### config.mk
export PLATFORM = sky130hd
export DESIGN_NAME = led_frame_scheduler
export DESIGN_NICKNAME = d
export VERILOG_FILES = /design/src/rtl/led_frame_scheduler.sv
export SDC_FILE = /design/constraint.sdc
export NUM_CORES = 1
export LEC_CHECK = 0
export ABC_CLOCK_PERIOD_IN_PS = 3050
export BUFFER_PORTS_ARGS = -buffer_cell sky130_fd_sc_hd__clkbuf_2
export CAP_MARGIN = 5
export CORE_MARGIN = 1
export CORE_UTILIZATION = 30
export CTS_BUF_LIST = sky130_fd_sc_hd__clkbuf_8
export CTS_CLUSTER_DIAMETER = 80
export DETAILED_ROUTE_END_ITERATION = 7
export PLACE_DENSITY = 0.48
export RECOVER_POWER = 25
export SLEW_MARGIN = 0
export SYNTH_ARGS = -nofsm -noshare
export SYNTH_HDL_FRONTEND = slang
export SYNTH_SLANG_ARGS = --single-unit
### constraint.sdc
create_clock -name clk -period 3.05 [get_ports clk]
set_input_delay 0 -clock clk [delete_from_list [all_inputs] [get_ports clk]]
set_output_delay 0 -clock clk [all_outputs]
set_load 0.01 [all_outputs]
### src/rtl/led_frame_scheduler.sv
// Frame-rate scheduler between the pixel FIFO and the string shifter: releases one buffered
// frame per period tick, enforces the latch gap, counts frames/underruns, aborts stalled frames.
module led_frame_scheduler #(
    parameter int FIFO_ADDR_WIDTH     = 12,
    parameter int FRAME_WORDS         = 900,
    parameter int WATCHDOG_CYCLES     = 65535,
    parameter int DEFAULT_LATCH_TICKS = 6000
) (
    input  logic                       clk,
    input  logic                       reset,
    input  logic                       cfg_enable,
    input  logic [23:0]                cfg_frame_period,
    input  logic [15:0]                cfg_latch_ticks,
    input  logic [FIFO_ADDR_WIDTH:0]   fifo_full_count,
    input  logic                       fifo_read,
    input  logic                       string_active,
    output logic [FIFO_ADDR_WIDTH:0]   gated_full_count,
    output logic                       frame_start,
    output logic [15:0]                frame_count,
    output logic [15:0]                underrun_count,
    output logic                       fault,
    output logic                       busy,
    output logic [2:0]                 state_dbg
);

    localparam int CW   = FIFO_ADDR_WIDTH + 1;
    localparam int WD_W = $clog2(WATCHDOG_CYCLES + 1);
    localparam logic [CW-1:0]   FRAME_LEVEL = CW'(FRAME_WORDS);
    localparam logic [10:0]     FRAME_READS = 11'(FRAME_WORDS);
    localparam logic [WD_W-1:0] WD_LAST     = WD_W'(WATCHDOG_CYCLES - 1);

    // Frame size must fit both the 11-bit read counter and the FIFO count width.
    if (FRAME_WORDS < 1 || FRAME_WORDS > 2047 || FRAME_WORDS >= (1 << CW)) begin : g_bad_frame
        $error("led_frame_scheduler: FRAME_WORDS out of range");
    end
    if (WATCHDOG_CYCLES < 1 || DEFAULT_LATCH_TICKS < 0 || DEFAULT_LATCH_TICKS > 65535) begin : g_bad_cfg
        $error("led_frame_scheduler: WATCHDOG_CYCLES or DEFAULT_LATCH_TICKS out of range");
    end

    typedef enum logic [2:0] {
        S_IDLE    = 3'd0,
        S_WAIT    = 3'd1,
        S_RELEASE = 3'd2,
        S_SHIFT   = 3'd3,
        S_LATCH   = 3'd4
    } state_t;

    state_t            state_q, state_d;
    logic [23:0]       timer_q;
    logic              pending_q;
    logic [10:0]       rd_cnt_q;
    logic [15:0]       latch_cnt_q;
    logic [WD_W-1:0]   wd_q;

    logic              tick, frame_ready, go_release, in_frame, wd_idle, wd_expire, frame_done;
    logic [CW-1:0]     gated_d;
    logic              frame_start_d, fault_d, busy_d;

    // Shifter contract: it may only start a frame once gated_full_count shows a full frame;
    // fifo_read is one pulse per word and is only honoured in RELEASE/SHIFT.
    always_comb begin
        tick        = cfg_enable && (cfg_frame_period == 24'd0 || timer_q <= 24'd1);
        frame_ready = fifo_full_count >= FRAME_LEVEL;
        go_release  = (state_q == S_WAIT) && cfg_enable && pending_q && frame_ready;
        in_frame    = (state_q == S_RELEASE) || (state_q == S_SHIFT);
        wd_idle     = in_frame && !fifo_read && !string_active;
        wd_expire   = wd_idle && (wd_q == WD_LAST);
        frame_done  = (state_q == S_SHIFT) && (rd_cnt_q == FRAME_READS) && !string_active;
    end

    always_ff @(posedge clk) begin
        if (reset) state_q <= S_IDLE;
        else       state_q <= state_d;
    end

    always_comb begin
        state_d = state_q;
        case (state_q)
            S_IDLE:    if (cfg_enable) state_d = S_WAIT;
            S_WAIT: begin
                if (!cfg_enable)     state_d = S_IDLE;
                else if (go_release) state_d = S_RELEASE;
            end
            S_RELEASE: begin
                if (wd_expire)      state_d = S_LATCH;
                else if (fifo_read) state_d = S_SHIFT;
            end
            S_SHIFT:   if (frame_done || wd_expire) state_d = S_LATCH;
            S_LATCH:   if (latch_cnt_q == 16'd0) state_d = cfg_enable ? S_WAIT : S_IDLE;
            default:   state_d = S_IDLE;
        endcase
    end

    always_comb begin
        frame_start_d = go_release;
        fault_d       = wd_expire;
        busy_d        = in_frame || (state_q == S_LATCH);
        gated_d       = in_frame ? fifo_full_count : '0;
    end

    always_ff @(posedge clk) begin
        if (reset) begin
            timer_q          <= cfg_frame_period;
            pending_q        <= 1'b0;
            rd_cnt_q         <= '0;
            latch_cnt_q      <= '0;
            wd_q             <= '0;
            frame_count      <= '0;
            underrun_count   <= '0;
            gated_full_count <= '0;
            frame_start      <= 1'b0;
            fault            <= 1'b0;
            busy             <= 1'b0;
        end else begin
            if (!cfg_enable || tick) timer_q <= cfg_frame_period;
            else                     timer_q <= timer_q - 24'd1;

            // A tick landing on the release cycle re-arms pending for the next frame.
            if (!cfg_enable) pending_q <= 1'b0;
            else             pending_q <= tick || (pending_q && !go_release);

            if (tick && pending_q && !go_release && underrun_count != 16'hFFFF)
                underrun_count <= underrun_count + 16'd1;

            if (go_release)
                rd_cnt_q <= '0;
            else if (in_frame && fifo_read && rd_cnt_q != FRAME_READS)
                rd_cnt_q <= rd_cnt_q + 11'd1;

            if (state_d == S_LATCH && state_q != S_LATCH)
                latch_cnt_q <= cfg_latch_ticks;
            else if (state_q == S_LATCH && latch_cnt_q != 16'd0)
                latch_cnt_q <= latch_cnt_q - 16'd1;

            if (wd_idle && !wd_expire) wd_q <= wd_q + 1'b1;
            else                       wd_q <= '0;

            if (frame_done) frame_count <= frame_count + 16'd1;

            gated_full_count <= gated_d;
            frame_start      <= frame_start_d;
            fault            <= fault_d;
            busy             <= busy_d;
        end
    end

    assign state_dbg = state_q;

endmodule

==> metrics <==
status=finished, final reports clean; GPL Wtd Cong=0.809; vias=slightly above 5000; Net Sw Frac=22.7%; fin crit period=slightly below 3000 ps; Finished Layout Cells=1064; Total Wirelength=14100 um; power per cell area=roughly 450 nW/um^2; Clock Path Buffers=2; Synth Flop Type=dfxtp_1; pre-CTS WS=408 ps; crit-path max cell delay=roughly 600 ps; Pins Over Slew Limit=0; highest-delay cell along the critical path=or4b_1; mapped cell area=approximately 5500 um^2; port bufs=108; clock share of power=44.8%; number of synthesis warnings=0; Syn Inst Count=648; initial antenna violation count=0; Relative slew margins=46.6%; largest net degree at the start of global routing=51; layout cell share with drive strength beyond 1=between 10 and 15%; Starting Density=30.7%; final hold viol count=0; first-pass GRT wire length=22700 um; sequential share of the synthesized area=between 40% and 50%; clock slew at reported path FFs=80 ps; Crit path buffers/inverters=1; CP Cell Sequence=or4_1, or4b_1, a21oi_2, nand2_1, xor2_1, a211oi_1, dlygate4sd3_1; post-layout util=40.8%; DR DRC count=0; DIE WIDTH=138 um; Num Clock Sinks=119; violation count after the first detailed-route iteration=179; Chip Height=138 um; Setup-failing EPs final=0; final net count=891; hold slack=85.3 ps; skew final=14.8 ps; CP Capture Type=flip-flop; Tcrit/Tclk final=94.8%; Clock Tree Root=clkbuf_8; First-pass DRT Iterations=5; grt ovf=0; Static Leak=2.80 nW; I/O Pins=~110; CTS tree=built; CP startpoint kind=flip-flop; placed cells=slightly below 1000; Final Worst Setup Slack=~160 ps; vias in the first global route=4831; worst min path class=in2reg; H-Tree Depth=4; Net Sw Power=0.750 mW; global-route usage over all layers=between 10% and 20%; CTS Buf Count=17; max frequency=346 MHz; Avg Inst Size Synth=8.54 um^2; Max-Cap Viols=0; critical-path maximum fanout=5; Post-DRT Antenna Nets=0; # rows=around 50; hpwl dp=10000 um; Comb pwr share=6.5%; Synth cell types=60; most common cell after layout, fill and taps aside=nor2_1; Core ar.=roughly 18000 um^2; postcts setup bufs=0; Post-synth EDFFs=0; CP top delay family=simple AND/OR/NAND/NOR gates; commonest cells after routing, fill and taps aside=nor2_1, dfxtp_1, clkbuf_2; Post-Syn Nets=715; register bit count reported by yosys=roughly 120; Clk Latency, worst-skew pair=440 ps; CP Data Required Time=3440 ps; RSZ-0062 raised after global routing=yes; critical path arrival=~3300 ps; setup_tns=0 ps; Worst VDD drop=0.266 mV; asr flop ratio synth=0%; Crit Path Category=reg2reg; DR vias/cell=4.87; measured slew at the worst slew-check pin=approximately 800 ps; Power Internal=2.56 mW; WL/cell=13.3 um; Die Area=roughly 19000 um^2; sequential share of power=48.7%; synthesis-to-layout area growth=32.8%; ANT cells=0
[worst min-delay path, stage by stage]
cell and delay [ps]:
clkbuf_2 120, nand2_1 70, a21oi_1 60, o21bai_1 150, a31oi_1 70
[area by class of cell]
cell class / count / area, um^2
Sequential cell: 119 / 2380
Fill cell: 1884 / 10700
Clock buffer: 20 / 275
Multi-Input combinational cell: 492 / 3030
Tap cell: 229 / 287
Clock inverter: 10 / 130
Timing Repair Buffer: 180 / 1190
Inverter: 14 / 52.6
[power by group through the flow]
stage	combinational, mW	sequential (mW)	clock (mW)
2_1_floorplan	0.0850	1.64	0
3_3_place_gp	0.154	1.65	0
3_5_place_dp	0.157	1.65	0
4_1_cts	0.215	1.61	1.54
5_1_grt	0.237	1.62	1.60
6_report	0.214	1.61	1.48
[per-stage QoR]
step	total power [mW]	area (um^2)
CTS	3.36	7400
global route	3.46	7350
detailed placement	1.80	6330
global placement	1.80	6330
finish	3.31	7350
floorplan	1.73	5540
[sequential cells by signal (all words and copies together), names as in the netlist]
signal,count
pending_q,1
latch_cnt_q,16
state_dbg,3
rd_cnt_q,11
frame_count,16
underrun_count,16
fault,1
gated_full_count,13
frame_start,1
wd_q,16
busy,1
timer_q,24
[per-layer routing]
| metal | part of all wire (%) | global-route usage [%] | wire length, um | up-vias |
|---|---|---|---|---|
| li1 | - | - | - | 2626 |
| met1 | 49 | 19.4 | 6860 | 2444 |
| met2 | 47 | 25.0 | 6580 | 99 |
| met3 | 3.8 | 3.72 | 538 | 8 |
| met4 | 0.93 | 6.22 | 131 | 0 |
| met5 | 0 | 0 | 0 | - |
[path summary, 6_finish.rpt]
kind	slack, ps	cells past startpoint	end	start
max	160	7	latch_cnt_q[9]$_SDFFE_PP0P_	latch_cnt_q[2]$_SDFFE_PP0P_
min	90	5	state_dbg[0]$_SDFF_PP0_	fifo_read
max reg2reg	160	7	latch_cnt_q[9]$_SDFFE_PP0P_	latch_cnt_q[2]$_SDFFE_PP0P_
min reg2reg	460	1	wd_q[0]$_SDFF_PP0_	wd_q[0]$_SDFF_PP0_
[kinds of logic (layout without fill, tap and decap cells)]
logic type | Yosys count | after routing | synth area share, %
xor gates and xnor gates | 68 | 68 | 10.8
AOI/OAI and AO/OA | 89 | 89 | 10.7
muxes | 7 | 7 | 1.38
DFF | 119 | 119 | 43.0
and+or+nand+nor | 319 | 319 | 29.4
adders and majority gates | 9 | 9 | 2.03
buffers and inverters | 37 | 224 | 2.69
[repair_timing]
item | 4_1_cts | 5_1_grt
endpoints found under the hold margin | 56 | 0
resized for setup | 0 | 2
hold buffers | 66 | 0
endpoints found under the setup margin | 0 | 2
[cell usage after synthesis (3+ instances only)]
library cell  instances  share of area [%]
o21ba_1               3               0.54
and4_1                3               0.47
inv_1                14               0.95
nand2_1              39                2.6
nor3_1               16                1.4
and2_1               16                1.8
o31a_1                4               0.63
xor2_1               33                5.2
clkbuf_1             19                1.3
dfxtp_1             119                 43
a31oi_1               7               0.79
xnor2_1              35                5.5
nor2b_1               7               0.79
o21ai_1               5               0.45
or4_1                11                1.5
o21ai_0               6               0.54
a211oi_1             10                1.4
or2_2                 3               0.34
mux2_1                4               0.81
nand3_1              25                2.3
a21oi_1              35                3.2
nand4_1              16                1.8
o31ai_1               5               0.68
ha_1                  9                2.0
or3_1                 8               0.90
nor2_1              120                8.1
and3_1               13                1.5
nand2b_1              7               0.79
nor4_1               17                1.9
nor4bb_1              3               0.54
Power figures use the tool's default switching activity.
